$ cat config.mk
export PLATFORM = sky130hd
export DESIGN_NAME = uart_tx_byte_writer_flat
export DESIGN_NICKNAME = d
export VERILOG_FILES = /design/src/rtl/uart_tx_byte_writer_if.sv /design/src/rtl/uart_tx_byte_writer.sv /design/src/flat_wrapper.sv
export SDC_FILE = /design/constraint.sdc
export NUM_CORES = 1
export LEC_CHECK = 0
export CORE_MARGIN = 4
export CORE_UTILIZATION = 47
export CTS_BUF_LIST = sky130_fd_sc_hd__clkbuf_2
export DETAILED_ROUTE_END_ITERATION = 10
export PLACE_DENSITY = 0.95
export SLEW_MARGIN = 15
export SYNTH_ARGS = -nofsm -noshare
export SYNTH_HDL_FRONTEND = slang
export SYNTH_SLANG_ARGS = --single-unit
$ cat constraint.sdc
create_clock -name clk -period 4.64 [get_ports clk]
set_input_delay 0.928 -clock clk [delete_from_list [all_inputs] [get_ports clk]]
set_output_delay 0.928 -clock clk [all_outputs]
set_load 0.02 [all_outputs]
$ cat src/rtl/uart_tx_byte_writer_if.sv
// rtl/uart_tx_byte_writer_if.sv - wishbone bus bundle between the byte writer and the UART mux
//
// Signals: adr, dat_o (master->slave write data), dat_i (slave->master read
// data), sel, we, cyc, stb, ack. The master modport is used by the byte
// writer; the slave modport is used by the mux port or a bus model.

interface uart_tx_byte_writer_if #(
   parameter int ADDR_W = 5,
   parameter int DATA_W = 32
);
   logic [ADDR_W-1:0]   adr;
   logic [DATA_W-1:0]   dat_o;
   logic [DATA_W-1:0]   dat_i;
   logic [DATA_W/8-1:0] sel;
   logic                we;
   logic                cyc;
   logic                stb;
   logic                ack;

   modport master (output adr, dat_o, sel, we, cyc, stb, input dat_i, ack);
   modport slave  (input adr, dat_o, sel, we, cyc, stb, output dat_i, ack);
endinterface

$ cat src/rtl/uart_tx_byte_writer.sv
// rtl/uart_tx_byte_writer.sv - writes a byte stream into a 16550 THR, polling LSR.THRE per burst
//
// Ports:
//   clk, rstn       clock, synchronous active-low reset
//   wb_master       wishbone master towards the UART mux port
//   in_valid/in_data/in_ready  byte input handshake (in_ready only in IDLE)
//   busy            high whenever the FSM is outside IDLE
//   timeout_err     sticky ack-timeout flag, cleared by err_clr (set wins)
//
// One LSR read with THRE set grants BURST_LEN THR writes (the depth of the
// UART TX FIFO); credit only refills from a fresh poll after it drains.

module uart_tx_byte_writer #(
   parameter int ADDR_W      = 5,
   parameter int DATA_W      = 32,
   parameter int THR_ADDR    = 0,
   parameter int LSR_ADDR    = 5,
   parameter int THRE_BIT    = 5,
   parameter int BURST_LEN   = 16,
   parameter int ACK_TIMEOUT = 255
) (
   input  logic                  clk,
   input  logic                  rstn,
   uart_tx_byte_writer_if.master wb_master,
   input  logic                  in_valid,
   input  logic [7:0]            in_data,
   output logic                  in_ready,
   output logic                  busy,
   output logic                  timeout_err,
   input  logic                  err_clr
);
   localparam int SW = DATA_W / 8;
   localparam int TW = (ACK_TIMEOUT < 2) ? 1 : $clog2(ACK_TIMEOUT + 1);
   localparam logic [ADDR_W-1:0] THR_A   = ADDR_W'(THR_ADDR);
   localparam logic [ADDR_W-1:0] LSR_A   = ADDR_W'(LSR_ADDR);
   localparam logic [SW-1:0]     THR_SEL = SW'(1) << (THR_ADDR % 4);
   localparam logic [SW-1:0]     LSR_SEL = SW'(1) << (LSR_ADDR % 4);

   typedef enum logic [1:0] {IDLE, LSR_RD, POLL_GAP, THR_WR} state_t;

   state_t        state;
   logic [4:0]    credit;
   logic [7:0]    byte_q;
   logic [TW-1:0] tmo_cnt;
   logic          rst_done;
   logic [7:0]    rd_lane;
   logic          tmo_hit;

   // Read data comes from the byte lane addressed by adr[1:0].
   assign rd_lane  = wb_master.dat_i[{wb_master.adr[1:0], 3'b000} +: 8];
   assign tmo_hit  = (tmo_cnt == TW'(ACK_TIMEOUT - 1));
   // rst_done keeps in_ready low while rstn is asserted even though the
   // state register already sits in IDLE.
   assign in_ready = rst_done && (state == IDLE);
   assign busy     = (state != IDLE);

   always_ff @(posedge clk) begin
      if (!rstn) begin
         state           <= IDLE;
         rst_done        <= 1'b0;
         credit          <= '0;
         byte_q          <= '0;
         tmo_cnt         <= '0;
         timeout_err     <= 1'b0;
         wb_master.cyc   <= 1'b0;
         wb_master.stb   <= 1'b0;
         wb_master.we    <= 1'b0;
         wb_master.adr   <= '0;
         wb_master.dat_o <= '0;
         wb_master.sel   <= '0;
      end else begin
         rst_done <= 1'b1;
         if (err_clr) begin
            timeout_err <= 1'b0;
         end

         if (wb_master.cyc && !wb_master.ack && tmo_hit) begin
            // Abort: the byte is dropped and the FIFO state is unknown, so
            // credit is zeroed to force a fresh LSR poll.
            wb_master.cyc <= 1'b0;
            wb_master.stb <= 1'b0;
            wb_master.we  <= 1'b0;
            timeout_err   <= 1'b1;
            credit        <= '0;
            state         <= IDLE;
         end else begin
            case (state)
               IDLE: begin
                  if (in_ready && in_valid) begin
                     byte_q        <= in_data;
                     tmo_cnt       <= '0;
                     wb_master.cyc <= 1'b1;
                     wb_master.stb <= 1'b1;
                     if (credit != 5'd0) begin
                        state           <= THR_WR;
                        wb_master.we    <= 1'b1;
                        wb_master.adr   <= THR_A;
                        wb_master.sel   <= THR_SEL;
                        wb_master.dat_o <= {SW{in_data}};
                     end else begin
                        state         <= LSR_RD;
                        wb_master.we  <= 1'b0;
                        wb_master.adr <= LSR_A;
                        wb_master.sel <= LSR_SEL;
                     end
                  end
               end
               LSR_RD: begin
                  if (wb_master.cyc && wb_master.ack) begin
                     wb_master.cyc <= 1'b0;
                     wb_master.stb <= 1'b0;
                     if (rd_lane[THRE_BIT]) begin
                        credit <= 5'(BURST_LEN);
                        state  <= THR_WR;
                     end else begin
                        state <= POLL_GAP;
                     end
                  end else if (wb_master.cyc) begin
                     tmo_cnt <= tmo_cnt + TW'(1);
                  end
               end
               POLL_GAP: begin
                  state         <= LSR_RD;
                  tmo_cnt       <= '0;
                  wb_master.cyc <= 1'b1;
                  wb_master.stb <= 1'b1;
                  wb_master.we  <= 1'b0;
                  wb_master.adr <= LSR_A;
                  wb_master.sel <= LSR_SEL;
               end
               THR_WR: begin
                  if (!wb_master.cyc) begin
                     // Entered from a successful poll: the read cycle was
                     // closed on its ack, so the write opens here.
                     tmo_cnt         <= '0;
                     wb_master.cyc   <= 1'b1;
                     wb_master.stb   <= 1'b1;
                     wb_master.we    <= 1'b1;
                     wb_master.adr   <= THR_A;
                     wb_master.sel   <= THR_SEL;
                     wb_master.dat_o <= {SW{byte_q}};
                  end else if (wb_master.ack) begin
                     wb_master.cyc <= 1'b0;
                     wb_master.stb <= 1'b0;
                     wb_master.we  <= 1'b0;
                     if (credit != 5'd0) begin
                        credit <= credit - 5'd1;
                     end
                     state <= IDLE;
                  end else begin
                     tmo_cnt <= tmo_cnt + TW'(1);
                  end
               end
               default: state <= IDLE;
            endcase
         end
      end
   end
endmodule

$ cat src/flat_wrapper.sv
// flat-port wrapper written by rule: the top's interface ports become plain ports
module uart_tx_byte_writer_flat 
#(
   parameter int ADDR_W      = 5,
   parameter int DATA_W      = 32,
   parameter int THR_ADDR    = 0,
   parameter int LSR_ADDR    = 5,
   parameter int THRE_BIT    = 5,
   parameter int BURST_LEN   = 16,
   parameter int ACK_TIMEOUT = 255
)
  (clk, rstn, in_valid, in_data, in_ready, busy, timeout_err, err_clr, wb_master_adr, wb_master_dat_o, wb_master_sel, wb_master_we, wb_master_cyc, wb_master_stb, wb_master_dat_i, wb_master_ack);
  uart_tx_byte_writer_if #(.ADDR_W(ADDR_W), .DATA_W(DATA_W)) wb_master_i ();
  input  logic clk;
  input  logic rstn;
  input  logic in_valid;
  input  logic [7:0] in_data;
  output logic in_ready;
  output logic busy;
  output logic timeout_err;
  input  logic err_clr;
  output wire logic [$bits(wb_master_i.adr)-1:0] wb_master_adr;
  output wire logic [$bits(wb_master_i.dat_o)-1:0] wb_master_dat_o;
  output wire logic [$bits(wb_master_i.sel)-1:0] wb_master_sel;
  output wire logic [$bits(wb_master_i.we)-1:0] wb_master_we;
  output wire logic [$bits(wb_master_i.cyc)-1:0] wb_master_cyc;
  output wire logic [$bits(wb_master_i.stb)-1:0] wb_master_stb;
  input wire logic [$bits(wb_master_i.dat_i)-1:0] wb_master_dat_i;
  input wire logic [$bits(wb_master_i.ack)-1:0] wb_master_ack;
  assign wb_master_adr = wb_master_i.adr;
  assign wb_master_dat_o = wb_master_i.dat_o;
  assign wb_master_sel = wb_master_i.sel;
  assign wb_master_we = wb_master_i.we;
  assign wb_master_cyc = wb_master_i.cyc;
  assign wb_master_stb = wb_master_i.stb;
  assign wb_master_i.dat_i = wb_master_dat_i;
  assign wb_master_i.ack = wb_master_ack;
  uart_tx_byte_writer #(.ADDR_W(ADDR_W), .DATA_W(DATA_W), .THR_ADDR(THR_ADDR), .LSR_ADDR(LSR_ADDR), .THRE_BIT(THRE_BIT), .BURST_LEN(BURST_LEN), .ACK_TIMEOUT(ACK_TIMEOUT)) u_core (.clk(clk), .rstn(rstn), .wb_master(wb_master_i), .in_valid(in_valid), .in_data(in_data), .in_ready(in_ready), .busy(busy), .timeout_err(timeout_err), .err_clr(err_clr));
endmodule
==> results by group, run 1 <==
Detailed routing
  • First DRT Iteration DRCs: 202
  • ANT nets after route: 0
  • Number of detailed-route iterations in the first pass: 4
  • Routed vias/inst: approximately 5.9
  • Routed wire length: 4.81 mm
  • DRC Markers: 0
  • Via count: 1817
  • Drt wl/cell: approximately 16 um

Clock network
  • Post-CTS setup buffers: 0
  • Reg clk slew, reported paths: 0.19 ns
  • Max Root-Sink Buffers: 2
  • CTS sink count: 38
  • Number of CTS-inserted buffers: 5
  • Clk Latency, worst-skew pair: 0.39 ns
  • CTS Root Buffer Type: clkbuf_2
  • CTS tree: yes
  • H-tree levels: 2
  • Post-CTS Resized: 0
  • Post-CTS Hold Buffers: 0

Logic synthesis
  • Cells after synthesis: between 200 and 250
  • Top FF cell, synth: dfxtp_1
  • Cell taking the most area after synthesis: dfxtp_1
  • Cell Area, Synth: 2150 sq um
  • Adder-cell share of the synthesized area: roughly 1.7%
  • Post-synth ARST share: 0%
  • Sequential area share after synthesis: a little over a third
  • Post-synthesis xor/xnor area fraction: 0%
  • Simple-gate area share of the yosys netlist: 19.8%
  • Post-synth cell types: 52
  • Post-synthesis mux area share: between 4 and 5%
  • Largest family of logic cells by synthesized area: compound AO/OA/AOI/OAI gates
  • Synth Area in Compound Gates: a little under a quarter
  • Syn Area/Cell: 9.31 sq um
  • Ys Warns: 0
  • Yosys top cell area share: 35.4%
  • EDFF count, synth: 0
  • Post-synth top cells: 38 x dfxtp_1, 33 x buf_4, 15 x a21oi_1, 15 x nor2_1, 9 x inv_1
  • Cell with the most instances after synthesis: dfxtp_1
  • Synth top area cells: dfxtp_1 35%, buf_4 12%, o221a_1 4.2%
  • FF+latch count, synth: 38

Run status
  • Outcome: complete, no violations

Critical path
  • CP endpoint kind: output port
  • Type of the worst setup path: flop to output port
  • Req. time, crit path: around 3.7 ns
  • R2r endpoint: u_core.credit[2]
  • Reg-to-reg slack, setup: 2.64 ns
  • CP Launch Point: u_core.state[0]
  • Reg2Reg Launch Point: u_core.credit[0]
  • R2R depth: 6
  • Critical path endpoint: busy
  • Worst Setup Start Kind: flop
  • Critical path fanouts, max: 11
  • Crit path DAT: 1.97 ns

Final layout
  • Fraction of final layout cells sized beyond drive strength 1: 7.78%
  • Layout Nets: 304
  • Design area: 2550 sq um
  • Reg area: approximately 760 sq um
  • Ant diodes: 0
  • Layout area overhead: 18.5%
  • Fillers: around 390
  • Multi-input logic area: 1060 sq um

Global route
  • First-pass GRT wire length: 7.98 mm
  • Grt total ovfl: 0
  • Total GRT Usage: 18.0%
  • Largest net degree at the start of global routing: 22
  • Number of antenna violations at the first check in global routing: 0
  • Number of global-route vias before repair: 1682

Floorplan
  • Initial Util: 49.1%
  • Core area: 4380 sq um
  • Die area: 5720 sq um
  • DIE HEIGHT: 75.6 um
  • DIE WIDTH: 75.6 um
  • Io pins: 92
  • Rows: 24

Power
  • Comb pwr share: 16.2%
  • Worst vdd ir: between 0.15 and 0.2 mV
  • Clock share of power: between 30% and 40%
  • Register share of total power: 53.1%
  • Sw frac: 26.9%
  • Leakage power: 0.884 nW
  • P per Cell Area: 258 nW/um^2
  • P_sw: 0.000177 W
  • Int Power: 0.000481 W

Place
  • Number of buffers added on ports: 56
  • Dpl hpwl: approximately 3.5 mm
  • Cell Area, Placed: approximately 2500 sq um
  • Placer Congestion: 0.844

STA
  • RSZ-0062 raised after global routing: false
  • Hold violation count in the final report: 0
  • Worst hold slack: 0.499 ns
  • Slew margin rel.: 34.7%
  • Setup violations, final: 0
  • Period minus WS final: 2.90 ns
  • Clk_skew: 0.0208 ns
  • Worst-Margin Slew: just under 1 ns
  • Final period utilization: 62.4%
  • Slew Limit Fails: 0
  • Max Fclk: 0.345 GHz
  • Post-Route Setup TNS: 0 ns

Hold path
  • Worst hold-check path type: flop to flop

Flow run
  • Max cap viols: 0
power by group through the flow:
stage,combinational (W),clock [W],sequential [W]
global placement,0.000103,0,0.000355
global route,0.000116,0.000221,0.000351
detailed placement,0.000106,0,0.000356
CTS,0.000107,0.000205,0.000349
floorplan,0.0000729,0,0.000356
finish,0.000107,0.000201,0.000349
per-stage QoR:
step | setup slack, ns | total power (W) | std cells | utilization [%]
CTS | 1.74 | 0.000662 | 309 | 58.1
floorplan | 2.53 | 0.000429 | 235 | -
finish | 1.74 | 0.000658 | 309 | 58.1
global placement | 1.84 | 0.000459 | 301 | 56.6
global route | 1.63 | 0.000688 | 309 | 58.1
detailed placement | 1.78 | 0.000462 | 301 | 56.6
per-layer routing:
metal	up-vias	routed length [um]	track usage [%]
li1	872	-	-
met1	875	1910	21.8
met2	68	2530	31.4
met3	2	350	4.62
met4	0	19	5.24
met5	-	0	0
worst min path at each step:
stage / from / end / slack [ns] / cells after the start
6_report: u_core.credit[1] / u_core.credit[1] / 0.50 / 2
5_1_grt: u_core.credit[0] / u_core.credit[0] / 0.52 / 2
4_1_cts: u_core.tmo_cnt[7] / u_core.tmo_cnt[7] / 0.50 / 2
3_5_place_dp: u_core.tmo_cnt[7] / u_core.tmo_cnt[7] / 0.47 / 2
3_3_place_gp: u_core.tmo_cnt[7] / u_core.tmo_cnt[7] / 0.46 / 2
2_1_floorplan: u_core.tmo_cnt[7] / u_core.tmo_cnt[7] / 0.45 / 2
kinds of logic (layout without fill, tap and decap cells):
group,count (synthesis),count (layout)
adders and majority gates,3,3
buffers and inverters,52,74
and+or+nand+nor,68,68
AOI/OAI and AO/OA,60,60
DFF,38,38
muxes,9,9
other,1,5
critical path: stages (launching register included):
cell and delay, ns:
dfxtp_1 0.47, nor2_4 0.19, clkinv_1 0.28, clkdlybuf4s50_1 0.63
area by class of cell:
| class | count | share of cell area (%) |
|---|---|---|
| inverters | 10 | 1.47 |
| well taps | 52 | 2.55 |
| flip-flops and latches | 38 | 29.8 |
| multi-input cells | 145 | 41.6 |
| clock inverters | 1 | 1.18 |
| repair buffers | 56 | 22.0 |
| clock buffers | 7 | 1.37 |
sequential cells by signal, summed over array words and instances (netlist names), 2 cells and up:
name and flops:
u_core.tmo_cnt 8, u_core.state 2, u_core.byte_q 8, u_core.wb_master.dat_o 8, u_core.credit 5
placed cells by master (no fill, tap or decap), drive strengths merged, types with 2 or more instances in the layout:
cell           count
nand4              3
a21o               2
a21oi             16
a211oi             2
o21a               2
nor2b              2
inv                9
nand2b             2
or4                5
clkdlybuf4s50     56
nand3b             2
dfxtp             38
mux2i              8
o221a              8
clkbuf             7
and2               3
conb               5
nor3               4
nor2              16
nor4b              2
o32a               8
nand2              8
or3                5
ha                 3
o21ai              8
nand3              8
o311a              2
and3               2
o31ai              6
Note: power is estimated with default switching activity, not from simulation.
==> inputs of run 2 (changes only) <==
CORE_UTILIZATION = 44   (was 47)
PLACE_DENSITY = 0.94   (was 0.95)
clock period = 2.79 ns   (was 4.64 ns; I/O delays follow)
==> run 2 against run 1 <==
Compared with the run above: design area rose by 2.7%; utilization down 2.7 points; worst setup slack got worse by 1.5 ns; clock skew rose by 0.010 ns.
==> results by group, run 2 (same netlist as run 1, synthesis figures left out) <==
Final layout
  • Design area: 2620 sq um (was 2550 sq um)
  • Largest regs: u_core.byte_q: 8 flops, u_core.tmo_cnt: 8 flops, u_core.wb_master.dat_o: 8 flops (unchanged)
  • Layout area overhead: 21.8% (was 18.5%)
  • Fillers: 421 (was 386)
  • Layout Nets: 307 (was 304)
  • Fraction of final layout cells sized beyond drive strength 1: 8.85% (was 7.78%)
  • Commonest non-fill, non-tap cell in the layout: clkdlybuf4s50_1 (unchanged)
  • Ant diodes: 0 (unchanged)
  • Reg area: 761 sq um (unchanged)
  • Multi-input logic area: 1060 sq um (unchanged)
  • Final cell count without fillers: 327 (was 309)
  • Commonest non-fill, non-tap cells in the layout: 56 x clkdlybuf4s50_1, 38 x dfxtp_1, 15 x a21oi_1, 15 x nor2_1, 9 x inv_1 (unchanged)

STA
  • Setup violations, final: 0 (unchanged)
  • Worst hold slack: 0.495 ns (was 0.499 ns)
  • RSZ-0062 raised after global routing: false (unchanged)
  • Post-Route Setup TNS: 0 ns (unchanged)
  • Slew Limit Fails: 0 (unchanged)
  • Final period utilization: 90.7%
  • Hold violation count in the final report: 0 (unchanged)
  • Clk_skew: 0.0311 ns (was 0.0208 ns)
  • Period minus WS final: approximately 2.5 ns
  • Max Fclk: 0.395 GHz

Critical path
  • Crit path depth: 3 (unchanged)
  • Worst Setup Start Kind: flop (unchanged)
  • CP Buf/Inv Count: 2 (unchanged)
  • Crit path DAT: 1.97 ns (about the same)
  • Critical path fanouts, max: 11 (unchanged)
  • Crit-path slowest cell: clkdlybuf4s50_1 (unchanged)
  • Critical path endpoint: busy (unchanged)
  • Worst path cell trace: nor2_4, clkinv_1, clkdlybuf4s50_1 (unchanged)
  • Critical Path Max Stage Delay: 0.63 ns (about the same)
  • R2R depth: 6 (unchanged)
  • CP delay by family, top: buffers and inverters (unchanged)
  • Reg2Reg Launch Point: u_core.credit[0] (unchanged)
  • CP Launch Point: u_core.state[0] (unchanged)
  • Req. time, crit path: 2.23 ns (was 3.71 ns)
  • Reg-to-reg slack, setup: 0.85 ns (was 2.64 ns)
  • CP endpoint kind: output port (unchanged)
  • Type of the worst setup path: flop to output port (unchanged)
  • R2r endpoint: u_core.wb_master.dat_o[28] (was u_core.credit[2])

Detailed routing
  • ANT nets after route: 0 (unchanged)
  • Routed vias/inst: 5.46 (was 5.88)
  • Via count: 1786 (was 1817)
  • DRC Markers: 0 (unchanged)
  • Drt wl/cell: 14.5 um (was 15.6 um)
  • First DRT Iteration DRCs: 177 (was 202)
  • Routed wire length: 4.75 mm (was 4.81 mm)
  • Number of detailed-route iterations in the first pass: 4 (unchanged)

Floorplan
  • Initial Util: 45.5% (was 49.1%)
  • Die area: 6070 sq um (was 5720 sq um)
  • DIE HEIGHT: 77.9 um (was 75.6 um)
  • Rows: 25 (was 24)
  • Io pins: 92 (unchanged)
  • DIE WIDTH: 77.9 um (was 75.6 um)
  • Core area: 4720 sq um (was 4380 sq um)

Run status
  • Outcome: complete, no violations (unchanged)

Power
  • Register share of total power: 48.5% (was 53.1%)
  • Comb pwr share: 15.0% (was 16.2%)
  • Int Power: 0.000886 W (was 0.000481 W)
  • Leakage power: 0.908 nW (was 0.884 nW)
  • Clock share of power: 36.5% (was 30.6%)
  • Sw frac: 26.2% (was 26.9%)
  • P_sw: 0.000315 W (was 0.000177 W)
  • P per Cell Area: 458 nW/um^2 (was 258 nW/um^2)
  • Worst vdd ir: 0.260 mV (was 0.167 mV)

Clock network
  • CTS tree: yes (unchanged)
  • Post-CTS setup buffers: 0 (unchanged)
  • Max Root-Sink Buffers: 2 (unchanged)
  • Number of CTS-inserted buffers: 5 (unchanged)
  • Post-CTS Hold Buffers: 0 (unchanged)
  • CTS sink count: 38 (unchanged)
  • CTS Root Buffer Type: clkbuf_2 (unchanged)
  • Clk Latency, worst-skew pair: 0.43 ns (was 0.39 ns)
  • H-tree levels: 2 (unchanged)
  • Reg clk slew, reported paths: 0.20 ns (was 0.19 ns)
  • Post-CTS Resized: 0 (unchanged)

Global route
  • Total GRT Usage: 16.0% (was 18.0%)
  • Largest net degree at the start of global routing: 22 (unchanged)
  • Number of antenna violations at the first check in global routing: 0 (unchanged)
  • Grt total ovfl: 0 (unchanged)
  • Number of global-route vias before repair: 1751 (was 1682)
  • First-pass GRT wire length: 7.89 mm (was 7.98 mm)

Place
  • Cell total after placement: 319 (was 301)
  • Dpl hpwl: 3.55 mm (about the same)
  • Cell Area, Placed: 2520 sq um (was 2480 sq um)
  • Placer Congestion: 0.798 (was 0.844)
  • Number of buffers added on ports: 56 (unchanged)

Flow run
  • Max cap viols: 0 (unchanged)

Hold path
  • Worst hold-check path type: flop to flop (unchanged)
## run 2: cell count changes in the layout (fill, tap and decap cells not counted)
cell | before | now
buf_4 | 0 | 3
bufinv_16 | 1 | 2
clkbuf_2 | 7 | 5
clkinv_4 | 0 | 1
## run 2: worst min-delay path by stage
stage	startpoint	endpoint	slack, ns	depth (start not counted)
floorplan	u_core.tmo_cnt[7]	u_core.tmo_cnt[7]	0.45	2
global placement	u_core.tmo_cnt[7]	u_core.tmo_cnt[7]	0.46	2
detailed placement	u_core.credit[1]	u_core.credit[1]	0.47	2
CTS	u_core.credit[1]	u_core.credit[1]	0.50	2
global route	u_core.tmo_cnt[7]	u_core.tmo_cnt[7]	0.52	2
finish	u_core.credit[0]	u_core.credit[0]	0.49	2
## run 2: final cells by class
class                      instances  area share (%)
multi-input combinational        145            40.5
tap                               67            3.20
timing repair buffer              59            22.3
clock inverter                     3            2.63
clock buffer                       5           0.956
inverter                          10            1.43
sequential                        38            29.0
## run 2: stage by stage
step / util (%) / total power (W) / setup WS (ns)
CTS: 55.4 / 0.00121 / 0.252
floorplan: - / 0.000713 / 1.05
finish: 55.4 / 0.00120 / 0.259
global placement: 53.5 / 0.000766 / 0.373
global route: 55.4 / 0.00125 / 0.122
detailed placement: 53.5 / 0.000772 / 0.336
## run 2: worst reg2reg max path, cell delays in order (launching register included)
cell     delay (ns)
dfxtp_1        0.36
inv_1          0.07
ha_1           0.22
or4b_1         0.61
a21oi_4        0.22
nor3_4         0.09
o221a_1        0.27
## run 2: power groups by stage
stage / combinational (W) / clock, W / sequential, W
floorplan: 0.000121 / 0 / 0.000592
global placement: 0.000175 / 0 / 0.000591
detailed placement: 0.000179 / 0 / 0.000593
CTS: 0.000180 / 0.000445 / 0.000582
global route: 0.000195 / 0.000465 / 0.000585
finish: 0.000180 / 0.000439 / 0.000582
## run 2: per-layer routing
| layer | part of all wire [%] | up-vias | track usage, % |
|---|---|---|---|
| met1 | 40 | 847 | 17.5 |
| met3 | 7.5 | 10 | 4.99 |
| li1 | - | 873 | - |
| met5 | 0 | - | 0 |
| met2 | 50 | 56 | 28.2 |
| met4 | 1.7 | 0 | 7.17 |
